===== config.mk =====
export PLATFORM = sky130hd
export DESIGN_NAME = ook_rx_deframer
export DESIGN_NICKNAME = d
export VERILOG_FILES = /design/src/rtl/ook_rx_pkg.sv /design/src/rtl/ook_bit_sync.sv /design/src/rtl/ook_rx_deframer.sv
export SDC_FILE = /design/constraint.sdc
export NUM_CORES = 1
export LEC_CHECK = 0
export ABC_AREA = 1
export CAP_MARGIN = 20
export CORE_ASPECT_RATIO = 2
export CORE_MARGIN = 2
export CORE_UTILIZATION = 36
export DETAILED_ROUTE_END_ITERATION = 7
export PLACE_DENSITY_LB_ADDON = 0.15
export SYNTH_ARGS = -nofsm -noshare
export SYNTH_HDL_FRONTEND = slang
export SYNTH_SLANG_ARGS = --single-unit

===== constraint.sdc =====
create_clock -name clk_system -period 4.2 [get_ports clk_system]
set_input_delay 0.42 -clock clk_system [delete_from_list [all_inputs] [get_ports clk_system]]
set_output_delay 0.42 -clock clk_system [all_outputs]
set_load 0.05 [all_outputs]

===== src/rtl/ook_rx_pkg.sv =====
// Shared types and constants for the OOK receive deframer.
package ook_rx_pkg;

  localparam int unsigned BYTE_W = 8;
  localparam int unsigned SYNC_W = 16;
  localparam int unsigned ERR_W  = 2;

  typedef enum logic [1:0] {
    HUNT    = 2'd0,
    LEN     = 2'd1,
    PAYLOAD = 2'd2,
    CSUM    = 2'd3
  } rx_state_e;

  localparam logic [ERR_W-1:0] ERR_NONE    = 2'd0;
  localparam logic [ERR_W-1:0] ERR_LEN     = 2'd1;
  localparam logic [ERR_W-1:0] ERR_CSUM    = 2'd2;
  localparam logic [ERR_W-1:0] ERR_TIMEOUT = 2'd3;

  localparam logic [SYNC_W-1:0] DEF_SYNC_WORD = 16'hA5C3;

  // 2-of-3 vote used by the mid-bit sampler
  function automatic logic maj3(input logic a, input logic b, input logic c);
    return (a & b) | (a & c) | (b & c);
  endfunction

endpackage


===== src/rtl/ook_bit_sync.sv =====
// Bit recovery: input synchronizer, edge detect, phase counter and
// mid-bit majority sampler producing one bit_valid pulse per bit period.
module ook_bit_sync
  import ook_rx_pkg::*;
#(
  parameter int unsigned OVERSAMPLE = 8
) (
  input  logic clk_system,
  input  logic g_reset_n,
  input  logic i_rx,
  output logic o_bit_value,
  output logic o_bit_valid,
  output logic o_edge_c
);

  localparam int unsigned PW = $clog2(OVERSAMPLE);
  localparam logic [PW-1:0] PH_LAST = PW'(OVERSAMPLE - 1);
  localparam logic [PW-1:0] PH_MID  = PW'(OVERSAMPLE / 2);
  localparam logic [PW-1:0] PH_PRE  = PW'(OVERSAMPLE / 2 - 1);

  logic          r_sync1;
  logic          r_sync2;
  logic          r_dly;
  logic          r_samp_pre;
  logic          r_bit_value;
  logic          r_bit_valid;
  logic [PW-1:0] r_phase;
  logic          w_edge;

  assign w_edge = r_sync2 ^ r_dly;

  // The decision registered at the end of the mid phase uses sync stage 1
  // as the look-ahead sample, so bit_valid is visible during phase MID+1.
  // An edge in the mid cycle restarts the phase, so no bit is taken there.
  always_ff @(posedge clk_system or negedge g_reset_n) begin
    if (!g_reset_n) begin
      r_sync1     <= 1'b0;
      r_sync2     <= 1'b0;
      r_dly       <= 1'b0;
      r_samp_pre  <= 1'b0;
      r_bit_value <= 1'b0;
      r_bit_valid <= 1'b0;
      r_phase     <= '0;
    end else begin
      r_sync1     <= i_rx;
      r_sync2     <= r_sync1;
      r_dly       <= r_sync2;
      r_bit_valid <= 1'b0;

      if (w_edge || (r_phase == PH_LAST)) begin
        r_phase <= '0;
      end else begin
        r_phase <= r_phase + PW'(1);
      end

      if (r_phase == PH_PRE) begin
        r_samp_pre <= r_sync2;
      end

      if ((r_phase == PH_MID) && !w_edge) begin
        r_bit_value <= maj3(r_samp_pre, r_sync2, r_sync1);
        r_bit_valid <= 1'b1;
      end
    end
  end

  assign o_bit_value = r_bit_value;
  assign o_bit_valid = r_bit_valid;
  assign o_edge_c    = w_edge;

endmodule


===== src/rtl/ook_rx_deframer.sv =====
// OOK receive deframer: sync-word hunt, length/payload/checksum deframing,
// byte stream output and per-frame status with timeout supervision.
module ook_rx_deframer
  import ook_rx_pkg::*;
#(
  parameter int unsigned        OVERSAMPLE   = 8,
  parameter logic [SYNC_W-1:0]  SYNC_WORD    = DEF_SYNC_WORD,
  parameter int unsigned        MAX_LEN      = 64,
  parameter int unsigned        TIMEOUT_BITS = 32
) (
  input  logic             clk_system,
  input  logic             g_reset_n,
  input  logic             enable,
  input  logic             rx_in,
  output logic [BYTE_W-1:0] rx_data,
  output logic             rx_valid,
  output logic             rx_sof,
  output logic             rx_eof,
  output logic             rx_frame_ok,
  output logic [ERR_W-1:0] rx_err_code,
  output logic             rx_busy
);

  localparam int unsigned TW = $clog2(TIMEOUT_BITS + 1);
  localparam logic [TW-1:0]     TO_LAST = TW'(TIMEOUT_BITS - 1);
  localparam logic [BYTE_W-1:0] LEN_MAX = BYTE_W'(MAX_LEN);

  rx_state_e         r_state;
  logic [SYNC_W-1:0] r_shift;
  logic [BYTE_W-1:0] r_byte;
  logic [2:0]        r_bitcnt;
  logic [BYTE_W-1:0] r_remain;
  logic [BYTE_W-1:0] r_csum;
  logic [TW-1:0]     r_to_cnt;

  logic [BYTE_W-1:0] r_data;
  logic              r_valid;
  logic              r_sof;
  logic              r_eof;
  logic              r_frame_ok;
  logic [ERR_W-1:0]  r_err_code;
  logic              r_busy;

  logic              w_bit_value;
  logic              w_bit_valid;
  logic              w_edge;
  logic [SYNC_W-1:0] w_shift_next;
  logic [BYTE_W-1:0] w_byte_next;
  logic              w_byte_done;
  logic              w_timeout;

  ook_bit_sync #(
    .OVERSAMPLE (OVERSAMPLE)
  ) u_bit_sync (
    .clk_system  (clk_system),
    .g_reset_n   (g_reset_n),
    .i_rx        (rx_in),
    .o_bit_value (w_bit_value),
    .o_bit_valid (w_bit_valid),
    .o_edge_c    (w_edge)
  );

  assign w_shift_next = {r_shift[SYNC_W-2:0], w_bit_value};
  assign w_byte_next  = {r_byte[BYTE_W-2:0], w_bit_value};
  assign w_byte_done  = w_bit_valid && (r_bitcnt == 3'd7);
  // Timeout takes priority over a byte completing on the same bit
  assign w_timeout    = w_bit_valid && !w_edge && (r_to_cnt == TO_LAST);

  always_ff @(posedge clk_system or negedge g_reset_n) begin
    if (!g_reset_n) begin
      r_state    <= HUNT;
      r_shift    <= '0;
      r_byte     <= '0;
      r_bitcnt   <= '0;
      r_remain   <= '0;
      r_csum     <= '0;
      r_to_cnt   <= '0;
      r_data     <= '0;
      r_valid    <= 1'b0;
      r_sof      <= 1'b0;
      r_eof      <= 1'b0;
      r_frame_ok <= 1'b0;
      r_err_code <= ERR_NONE;
      r_busy     <= 1'b0;
    end else begin
      r_valid    <= 1'b0;
      r_sof      <= 1'b0;
      r_eof      <= 1'b0;
      r_frame_ok <= 1'b0;
      r_err_code <= ERR_NONE;

      if (!enable) begin
        r_state  <= HUNT;
        r_busy   <= 1'b0;
        r_shift  <= '0;
        r_data   <= '0;
        r_to_cnt <= '0;
        r_bitcnt <= '0;
      end else begin
        if ((r_state == HUNT) || w_edge) begin
          r_to_cnt <= '0;
        end else if (w_bit_valid) begin
          r_to_cnt <= r_to_cnt + TW'(1);
        end

        if (w_bit_valid) begin
          r_byte   <= w_byte_next;
          r_bitcnt <= r_bitcnt + 3'd1;
        end

        case (r_state)
          HUNT: begin
            if (w_bit_valid) begin
              r_shift <= w_shift_next;
              if (w_shift_next == SYNC_WORD) begin
                r_state  <= LEN;
                r_busy   <= 1'b1;
                r_bitcnt <= '0;
                r_csum   <= '0;
              end
            end
          end

          LEN, PAYLOAD, CSUM: begin
            if (w_timeout) begin
              r_eof      <= 1'b1;
              r_err_code <= ERR_TIMEOUT;
              r_state    <= HUNT;
              r_busy     <= 1'b0;
              r_shift    <= '0;
            end else if (w_byte_done) begin
              case (r_state)
                LEN: begin
                  r_remain <= w_byte_next;
                  r_csum   <= w_byte_next;
                  if (w_byte_next > LEN_MAX) begin
                    r_eof      <= 1'b1;
                    r_err_code <= ERR_LEN;
                    r_state    <= HUNT;
                    r_busy     <= 1'b0;
                    r_shift    <= '0;
                  end else begin
                    r_sof   <= 1'b1;
                    r_state <= (w_byte_next == '0) ? CSUM : PAYLOAD;
                  end
                end

                PAYLOAD: begin
                  r_data   <= w_byte_next;
                  r_valid  <= 1'b1;
                  r_csum   <= r_csum + w_byte_next;
                  r_remain <= r_remain - 8'd1;
                  if (r_remain == 8'd1) begin
                    r_state <= CSUM;
                  end
                end

                CSUM: begin
                  r_eof   <= 1'b1;
                  r_state <= HUNT;
                  r_busy  <= 1'b0;
                  // Cleared so leftover payload bits cannot complete a sync word
                  r_shift <= '0;
                  if (w_byte_next == r_csum) begin
                    r_frame_ok <= 1'b1;
                  end else begin
                    r_err_code <= ERR_CSUM;
                  end
                end

                default: begin
                  r_state <= HUNT;
                end
              endcase
            end
          end

          default: begin
            r_state <= HUNT;
          end
        endcase
      end
    end
  end

  assign rx_data     = r_data;
  assign rx_valid    = r_valid;
  assign rx_sof      = r_sof;
  assign rx_eof      = r_eof;
  assign rx_frame_ok = r_frame_ok;
  assign rx_err_code = r_err_code;
  assign rx_busy     = r_busy;

endmodule


==> results.ini, run 1 <==
[floorplanning]
core_region_area_mm2 = 0.0112
die_area_mm2 = 0.0123
die_x_um = 79.3
dieHeight_um = 155
ios = 19
row_count = 55
initial_core_util = 0.364

[outcome]
status = finished clean

[final_layout]
diodes = 0
area_growth_pct = 15.0
drive_gt1_frac = 0.0732
finalNetCount = 581

[flow_run]
max-cap-violations = 0

[worst_setup_path]
crit_fanout = 21
crit_chain = clkdlybuf4s50_1, nand2_1, a21oi_2, inv_1, nor2_1, nand2_1, nand2_1
r2r_end = r_csum[4]
r2r_slack_ps = 1830
path_class = in -> reg
r2r-start = r_state[0]
critPathRequiredTime_ps = 4470
critPathLaunchType = input port
critPathArrivalTime_ps = 2730
cpMostUsedCell = nand2_1
crit_buf_inv = 2
cp_slowest_stage_delay_ps = 830
cp_num_cells = 7
r2r_cells = 8
critPathTopFamily = simple AND/OR/NAND/NOR gates
end_kind = flop
cp_slowest_cell = clkdlybuf4s50_1

[synth]
synthTopCellsByArea = dfrtp_1, nand2_1, ha_1
yosysSeqAreaShare = 0.448
async_flop_share = 1.00
synth_simple_gate_area_share = 0.333
synth_nets = 563
synth_area_leader_cell = dfrtp_1
synth_top_area_frac = 0.448
synth.avg_cell_area_um2 = 7.60
synthAdderAreaFrac = 0.0693
synth_compound_area_frac = 0.0622
yosysUniqueCellTypes = 35
ys_ff_latch = 73
synth_flop_cell = dfrtp_1
synthMostInstantiatedCell = nand2_1
ys_top_cells_by_count = nand2_1, dfrtp_1, inv_1
yosysWarningCount = 0
synth_edf_count = 0
syn_area_mm2 = 0.00408
synth_xor_area_frac = 0.0107
synthCells = 537
synth_top_family_by_area = simple AND/OR/NAND/NOR gates
synth_mux_area_frac = 0

[sta]
hold_violations = 0
slew_headroom = 0.371
clock.fmax_mhz = 408
finalClockSkew_ps = 9.11
setup_tns_ps = 0
final.min_clock_period_ps = 2450
worstMarginPinSlew_ps = 944
setup_viol = 0
rsz0062_at_grt = no
finalCritPeriodShare = 0.583
slew_violations = 0

[global_route]
grt_pass1_vias = 3536
grt_pass1_wl_um = 16500
grt_start_max_net_pins = 74
grtUsageTotal = 0.175
gr-total-overflow = 0
antenna_found_initial = 0

[route]
vias = 3413
wl_per_cell_um = 14.0
vias_per_cell = 4.86
drc = 0
postRouteAntennaNets = 0
firstDrtPassIters = 4
drt-initial-drc-count = 132
wirelength_um = 9850

[clock_network]
h-tree-depth = 3
cts_hold_buf = 0
path_clk_slew_ps = 60
cts_resized = 0
clkSinkCount = 73
cts_tree = built
post-cts-setup-buffers = 0
insertion_delay_ps = 340
cts_max_path_buffers = 2
root_buffer = clkbuf_16
cts_buffers = 9

[worst_hold_path]
hp-class = in -> async

[power]
p_leak_uw = 0.00233
vdd_drop_max_mv = 0.311
p_per_area_mw_per_mm2 = 447
total_power_uw = 2100

[place]
hpwl_um = 7350
gp_congestion = 0.810
portBuffers = 18

## per-layer routing
metal | GRT usage | wire, µm | vias to the layer above
met1 | 0.178 | 3720 | 1636
met4 | 0.0788 | 282 | 0
met5 | 0 | 0 | -
met2 | 0.338 | 5640 | 32
met3 | 0.0292 | 197 | 17
li1 | - | - | 1728
## power by group
part	switching (µW)	internal, µW
Clock	298	519
Sequential	47.9	747
Combinational	342	142
## metrics by stage
| stage | cell area (µm²) | utilization | hold WS, ps | setup slack (ps) | std cells |
|---|---|---|---|---|---|
| 6_report | 4690 | 0.418 | 209 | 1750 | 702 |
| 4_1_cts | 4690 | 0.418 | 261 | 1750 | 702 |
| 5_1_grt | 4690 | 0.418 | 304 | 1520 | 702 |
| 2_1_floorplan | 4080 | - | 124 | 2480 | 537 |
| 3_3_place_gp | 4370 | 0.390 | 364 | 1460 | 686 |
| 3_5_place_dp | 4370 | 0.390 | 371 | 1400 | 686 |
## kinds of logic (layout without fill, tap and decap cells)
group | after synthesis | after routing
fa+ha+maj | 22 | 22
flops | 73 | 73
buf+inv | 76 | 99
xor+xnor | 5 | 5
simple gates | 313 | 313
compound gates | 48 | 48
## worst max-delay path by stage
stage                from    endpoint  slack, ps
6_report           enable   r_csum[4]       1750
2_1_floorplan  r_state[0]  r_shift[5]       2480
3_3_place_gp       enable   r_csum[3]       1460
4_1_cts            enable   r_csum[4]       1750
3_5_place_dp       enable   r_csum[4]       1400
5_1_grt            enable   r_csum[3]       1520
## worst register-to-register path, cell delays in order, from the launching register on
cell	delay, ps
dfrtp_1	420
inv_1	100
ha_1	380
nand2_1	500
a21oi_2	390
inv_1	60
nor2_1	280
nand2_1	100
nand2_1	80
## state kept, by name, summed over array words and instances (netlist names), 2 cells and up
name,count
r_shift,15
r_byte,7
rx_data,8
r_remain,8
rx_err_code,2
r_csum,8
u_bit_sync.r_phase,3
r_bitcnt,3
r_state,2
r_to_cnt,6
## final cells by class
type / count / area (µm²)
clock inverter: 7 / 95.1
sequential: 73 / 1830
fill: 1163 / 6520
inverter: 64 / 243
clock buffer: 9 / 225
tap: 142 / 178
multi-input combinational: 388 / 1940
timing repair buffer: 19 / 185
## cells in the final DEF, fill, tap and decap left out, types with 3 or more instances in the layout
master	synthesis	final
dfrtp_1	73	73
nor3_1	5	5
or2_2	7	7
nor2_2	3	3
inv_1	60	60
o21ai_0	23	23
ha_1	21	21
nand2_1	174	174
clkbuf_16	0	9
nor2_1	59	59
nand3b_1	5	5
a21oi_1	19	19
xor2_1	3	3
clkdlybuf4s50_1	0	17
nor3b_1	3	3
nand3_1	45	45
inv_2	3	3
Note: power is estimated with default switching activity, not from simulation.
==> inputs of run 2 (changes only) <==
==> constraint.sdc (replaced) <==
create_clock -name clk_system -period 2.2 [get_ports clk_system]
set_input_delay 0.22 -clock clk_system [delete_from_list [all_inputs] [get_ports clk_system]]
set_output_delay 0.22 -clock clk_system [all_outputs]
set_load 0.05 [all_outputs]
==> run 2 against run 1 <==
Total power increased by 91%. Core utilization increased by 0.64 points. First-iteration DRC count increased by 64%. Sequential power increased by 90%. Largest cell class unchanged. Die area unchanged. Final area increased by 1.5%. Flip-flop and latch count unchanged. Count of clock-buffer cells in the layout unchanged. Wire length increased by 4.0%. Clock skew increased by 2.0 ps.
==> results.ini, run 2 (synthesis results as in run 1) <==
[place]
hpwl_um = 7830
portBuffers = 18
dpl_cell_area_mm2 = 0.00445
gp_congestion = 0.848

[sta]
worstMarginPinSlew_ps = 611
slew_headroom = 0.593
clock.fmax_mhz = 496
slew_violations = 0
hold_violations = 0
rsz0062_at_grt = no
finalClockSkew_ps = 11.1
final.min_clock_period_ps = 2010
finalCritPeriodShare = 0.916
setup_tns_ps = 0
setup_viol = 0

[clock_network]
cts_buffers = 9
cts_max_path_buffers = 2
cts_tree = built
path_clk_slew_ps = 60
h-tree-depth = 3
insertion_delay_ps = 340
clkSinkCount = 73
root_buffer = clkbuf_16
post-cts-setup-buffers = 0

[floorplanning]
row_count = 55
ios = 19
dieHeight_um = 155
core_region_area_mm2 = 0.0112
die_area_mm2 = 0.0123
initial_core_util = 0.364
die_x_um = 79.3

[outcome]
status = finished clean

[global_route]
grt_pass1_wl_um = 17000
gr-total-overflow = 0
grt_start_max_net_pins = 47
grtUsageTotal = 0.183
grt_pass1_vias = 3434
antenna_found_initial = 0

[power]
p_per_area_mw_per_mm2 = 839
total_power_uw = 4000
vdd_drop_max_mv = 0.513
p_leak_uw = 0.00236

[worst_setup_path]
critPathRequiredTime_ps = 2420
critPathLaunchType = flop
end_kind = flop
path_class = reg -> reg
crit_fanout = 16
critPathArrivalTime_ps = 2240

[route]
postRouteAntennaNets = 0
vias = 3382
vias_per_cell = 4.74
firstDrtPassIters = 5
drc = 0
wirelength_um = 10200
drt-initial-drc-count = 217
wl_per_cell_um = 14.4

[worst_hold_path]
hp-class = in -> reg

[final_layout]
largest_reg_flops = 15
final_area_mm2 = 0.00476
diodes = 0
drive_gt1_frac = 0.0911
finalNetCount = 592
top_register = r_shift
fill_cells = 1172
mostFrequentLayoutCells = nand2_1, dfrtp_1, inv_1, nor2_1, nand3_1
area_growth_pct = 16.7
final_common_cell = nand2_1

[flow_run]
max-cap-violations = 0

run 2: path summary, 6_finish.rpt:
check | cells after the start | startpoint | endpoint | slack [ps]
worst min register to register | 0 | u_bit_sync.r_sync1 | u_bit_sync.r_sync2 | 380
min in group asynchronous | 2 | g_reset_n | r_shift[7] | 430
worst max register to register | 11 | r_state[0] | r_shift[2] | 190
worst max-delay path | 11 | r_state[0] | r_shift[2] | 190
worst min-delay path | 1 | rx_in | u_bit_sync.r_sync1 | 320
max in group asynchronous | 3 | g_reset_n | rx_data[3] | 1170
run 2: timing repair:
| item | 4_1_cts | 5_1_grt |
|---|---|---|
| setup endpoints to repair | 0 | 1 |
| resized for setup | 0 | 1 |
| hold endpoints to repair | 42 | 0 |
| hold buffers | 1 | 0 |
run 2: layer usage:
metal	share of wire	track usage	up-vias
li1	-	-	1749
met1	0.38	0.184	1585
met2	0.58	0.356	34
met3	0.017	0.0344	14
met4	0.024	0.0739	0
met5	0	0	-
run 2: through the flow:
step / setup slack, ps / hold slack [ps] / util / instances
detailed placement: 193 / 282 / 0.397 / 696
global route: 2.41 / 313 / 0.425 / 713
finish: 185 / 319 / 0.425 / 713
floorplan: 481 / -75.6 / - / 537
CTS: 179 / 314 / 0.425 / 713
global placement: 226 / 283 / 0.397 / 696
run 2: where the power goes:
group          switching [µW]  internal [µW]
Sequential               82.7           1430
Combinational             680            305
Clock                     614            888
Total                    1380           2620
run 2: worst max-delay path, stage by stage, from the launching register on:
cell	delay (ps)
dfrtp_1	430
inv_1	110
ha_1	350
inv_2	130
nand2_1	160
nor2_1	70
nand2_1	110
nand2_2	90
inv_4	170
nand2_4	150
nand2_1	90
nand2_1	50
run 2: final cells by class:
type / count / area (µm²) / area share
Multi-Input combinational cell: 388 / 1940 / 0.408
Sequential cell: 73 / 1830 / 0.383
Timing Repair Buffer: 30 / 270 / 0.0567
Inverter: 64 / 243 / 0.0509
Clock buffer: 9 / 225 / 0.0473
Tap cell: 142 / 178 / 0.0373
Clock inverter: 7 / 78.8 / 0.0165
==> inputs of run 3 (changes only) <==
--- a/config.mk
+++ b/config.mk
@@ -6,11 +6,13 @@
 export NUM_CORES = 1
 export LEC_CHECK = 0
 export ABC_AREA = 1
+export ABC_CLOCK_PERIOD_IN_PS = 2200
 export CAP_MARGIN = 20
 export CORE_ASPECT_RATIO = 2
 export CORE_MARGIN = 2
 export CORE_UTILIZATION = 36
 export DETAILED_ROUTE_END_ITERATION = 7
+export GPL_TIMING_DRIVEN = 0
 export PLACE_DENSITY_LB_ADDON = 0.15
 export SYNTH_ARGS = -nofsm -noshare
 export SYNTH_HDL_FRONTEND = slang
==> run 3 against run 2 <==
Critical path depth up 1. Total power decreased by 0.71%. Critical endpoint is now r_csum[4]. Worst setup slack improved by 60 ps. Sequential share of layout area decreased by 0.080 points.
==> results.ini, run 3 (synthesis results as in run 1) <==
[final_layout]
mostFrequentLayoutCells = nand2_1, dfrtp_1, inv_1, nor2_1, nand3_1
layout.cells.non_filler = 715
largest_reg_flops = 15
finalNetCount = 594
area_growth_pct = 17.0
final_common_cell = nand2_1
drive_gt1_frac = 0.0873
post-route-util = 0.426
top_register = r_shift
diodes = 0

[sta]
setup_viol = 0
worst_slack_ps = 246
clock.fmax_mhz = 512
hold_violations = 0
finalClockSkew_ps = 8.56
worstMarginPinSlew_ps = 508
slew_headroom = 0.661
rsz0062_at_grt = no
holdWs_ps = 321
finalCritPeriodShare = 0.888
slew_violations = 0
final.min_clock_period_ps = 1950

[global_route]
grt_start_max_net_pins = 50
globalRouteMet1Util = 0.181
grt_use_met2 = 0.340
grt_pass1_wl_um = 16600
top_usage_layer = met2
gr-total-overflow = 0
use_met3 = 0.0362
grtUsageTotal = 0.179
grt_pass1_vias = 3471
antenna_found_initial = 0

[clock_network]
post-cts-setup-buffers = 0
root_buffer = clkbuf_16
insertion_delay_ps = 340
cts_max_path_buffers = 2
clkSinkCount = 73
h-tree-depth = 3
cts_tree = built
cts_buffers = 9
path_clk_slew_ps = 60

[place]
placed_cells = 698
hpwl_um = 7670
gp_congestion = 0.838
portBuffers = 18
place_ws_ps = 95.0

[flow_run]
max-cap-violations = 0

[power]
total_power_uw = 3970
p_per_area_mw_per_mm2 = 831
vdd_drop_max_mv = 0.425
p_leak_uw = 0.00236

[route]
drc = 0
wl_per_cell_um = 14.0
vias_per_cell = 4.83
drt-initial-drc-count = 167
postRouteAntennaNets = 0
wirelength_um = 9990
firstDrtPassIters = 4
vias = 3456

[floorplanning]
die_area_mm2 = 0.0123
dieHeight_um = 155
die_x_um = 79.3
row_count = 55
core_region_area_mm2 = 0.0112
initial_core_util = 0.364
ios = 19

[worst_setup_path]
cp_slowest_cell = dfrtp_1
cp_slowest_stage_delay_ps = 520
crit_buf_inv = 2
crit_chain = ha_1, inv_1, fa_1, inv_1, nand2_1, nand2_1, and2_1, nand2_1, nand2_1, o21ai_0, nand2_1, nand2_1
critPathLaunchType = flop
critPathArrivalTime_ps = 2190
cpMostUsedCell = nand2_1
critPathTopFamily = adder cells
path_class = reg -> reg
end_kind = flop
critPathRequiredTime_ps = 2430
crit_fanout = 6

[outcome]
status = finished clean

[worst_hold_path]
hp-class = in -> reg

run 3: cell types whose count changed in the layout (fill, tap and decap cells not counted), moves of 2 or more:
cell	previous run	this run
buf_2	0	3
inv_6	2	0
buf_4	12	3
clkbuf_1	0	4
clkinv_2	0	2
buf_6	0	2
run 3: what timing repair did:
action / 4_1_cts / 5_1_grt
hold endpoints to repair: 24 / 0
endpoints found under the setup margin: 0 / 12
resized for setup: 0 / 3
hold buffers: 1 / 0
run 3: routing by layer:
metal / share of wire / vias to the layer above / wire length, µm
met4: 0.029 / 0 / 289
met2: 0.57 / 33 / 5710
met5: 0 / - / 0
li1: - / 1756 / -
met3: 0.017 / 15 / 170
met1: 0.38 / 1652 / 3820
run 3: cell type report:
type / instances / area, µm²
Sequential cell: 73 / 1830
Tap cell: 142 / 178
Multi-Input combinational cell: 388 / 1940
Fill cell: 1169 / 6440
Clock inverter: 7 / 71.3
Buffer: 12 / 72.6
Clock buffer: 9 / 225
Inverter: 64 / 243
Timing Repair Buffer: 20 / 215
run 3: worst paths after layout:
check | start | depth (start not counted) | slack [ps] | to
worst min-delay path | rx_in | 1 | 320 | u_bit_sync.r_sync1
worst max-delay path | u_bit_sync.o_bit_value | 12 | 250 | r_csum[4]
worst max register to register | u_bit_sync.o_bit_value | 12 | 250 | r_csum[4]
min in group asynchronous | g_reset_n | 2 | 350 | r_shift[3]
worst min register to register | u_bit_sync.r_sync1 | 0 | 370 | u_bit_sync.r_sync2
max in group asynchronous | g_reset_n | 3 | 1280 | r_to_cnt[0]
run 3: through the flow:
stage / TNS (ps) / area [µm²]
2_1_floorplan: 0 / 4080
3_3_place_gp: -130200 / 4440
3_5_place_dp: 0 / 4460
4_1_cts: 0 / 4770
5_1_grt: 0 / 4770
6_report: 0 / 4770
run 3: power by group:
| part | internal (µW) | total [µW] | switching, µW |
|---|---|---|---|
| Sequential | 1430 | 1510 | 83.9 |
| Combinational | 318 | 986 | 668 |
| Clock | 875 | 1470 | 596 |
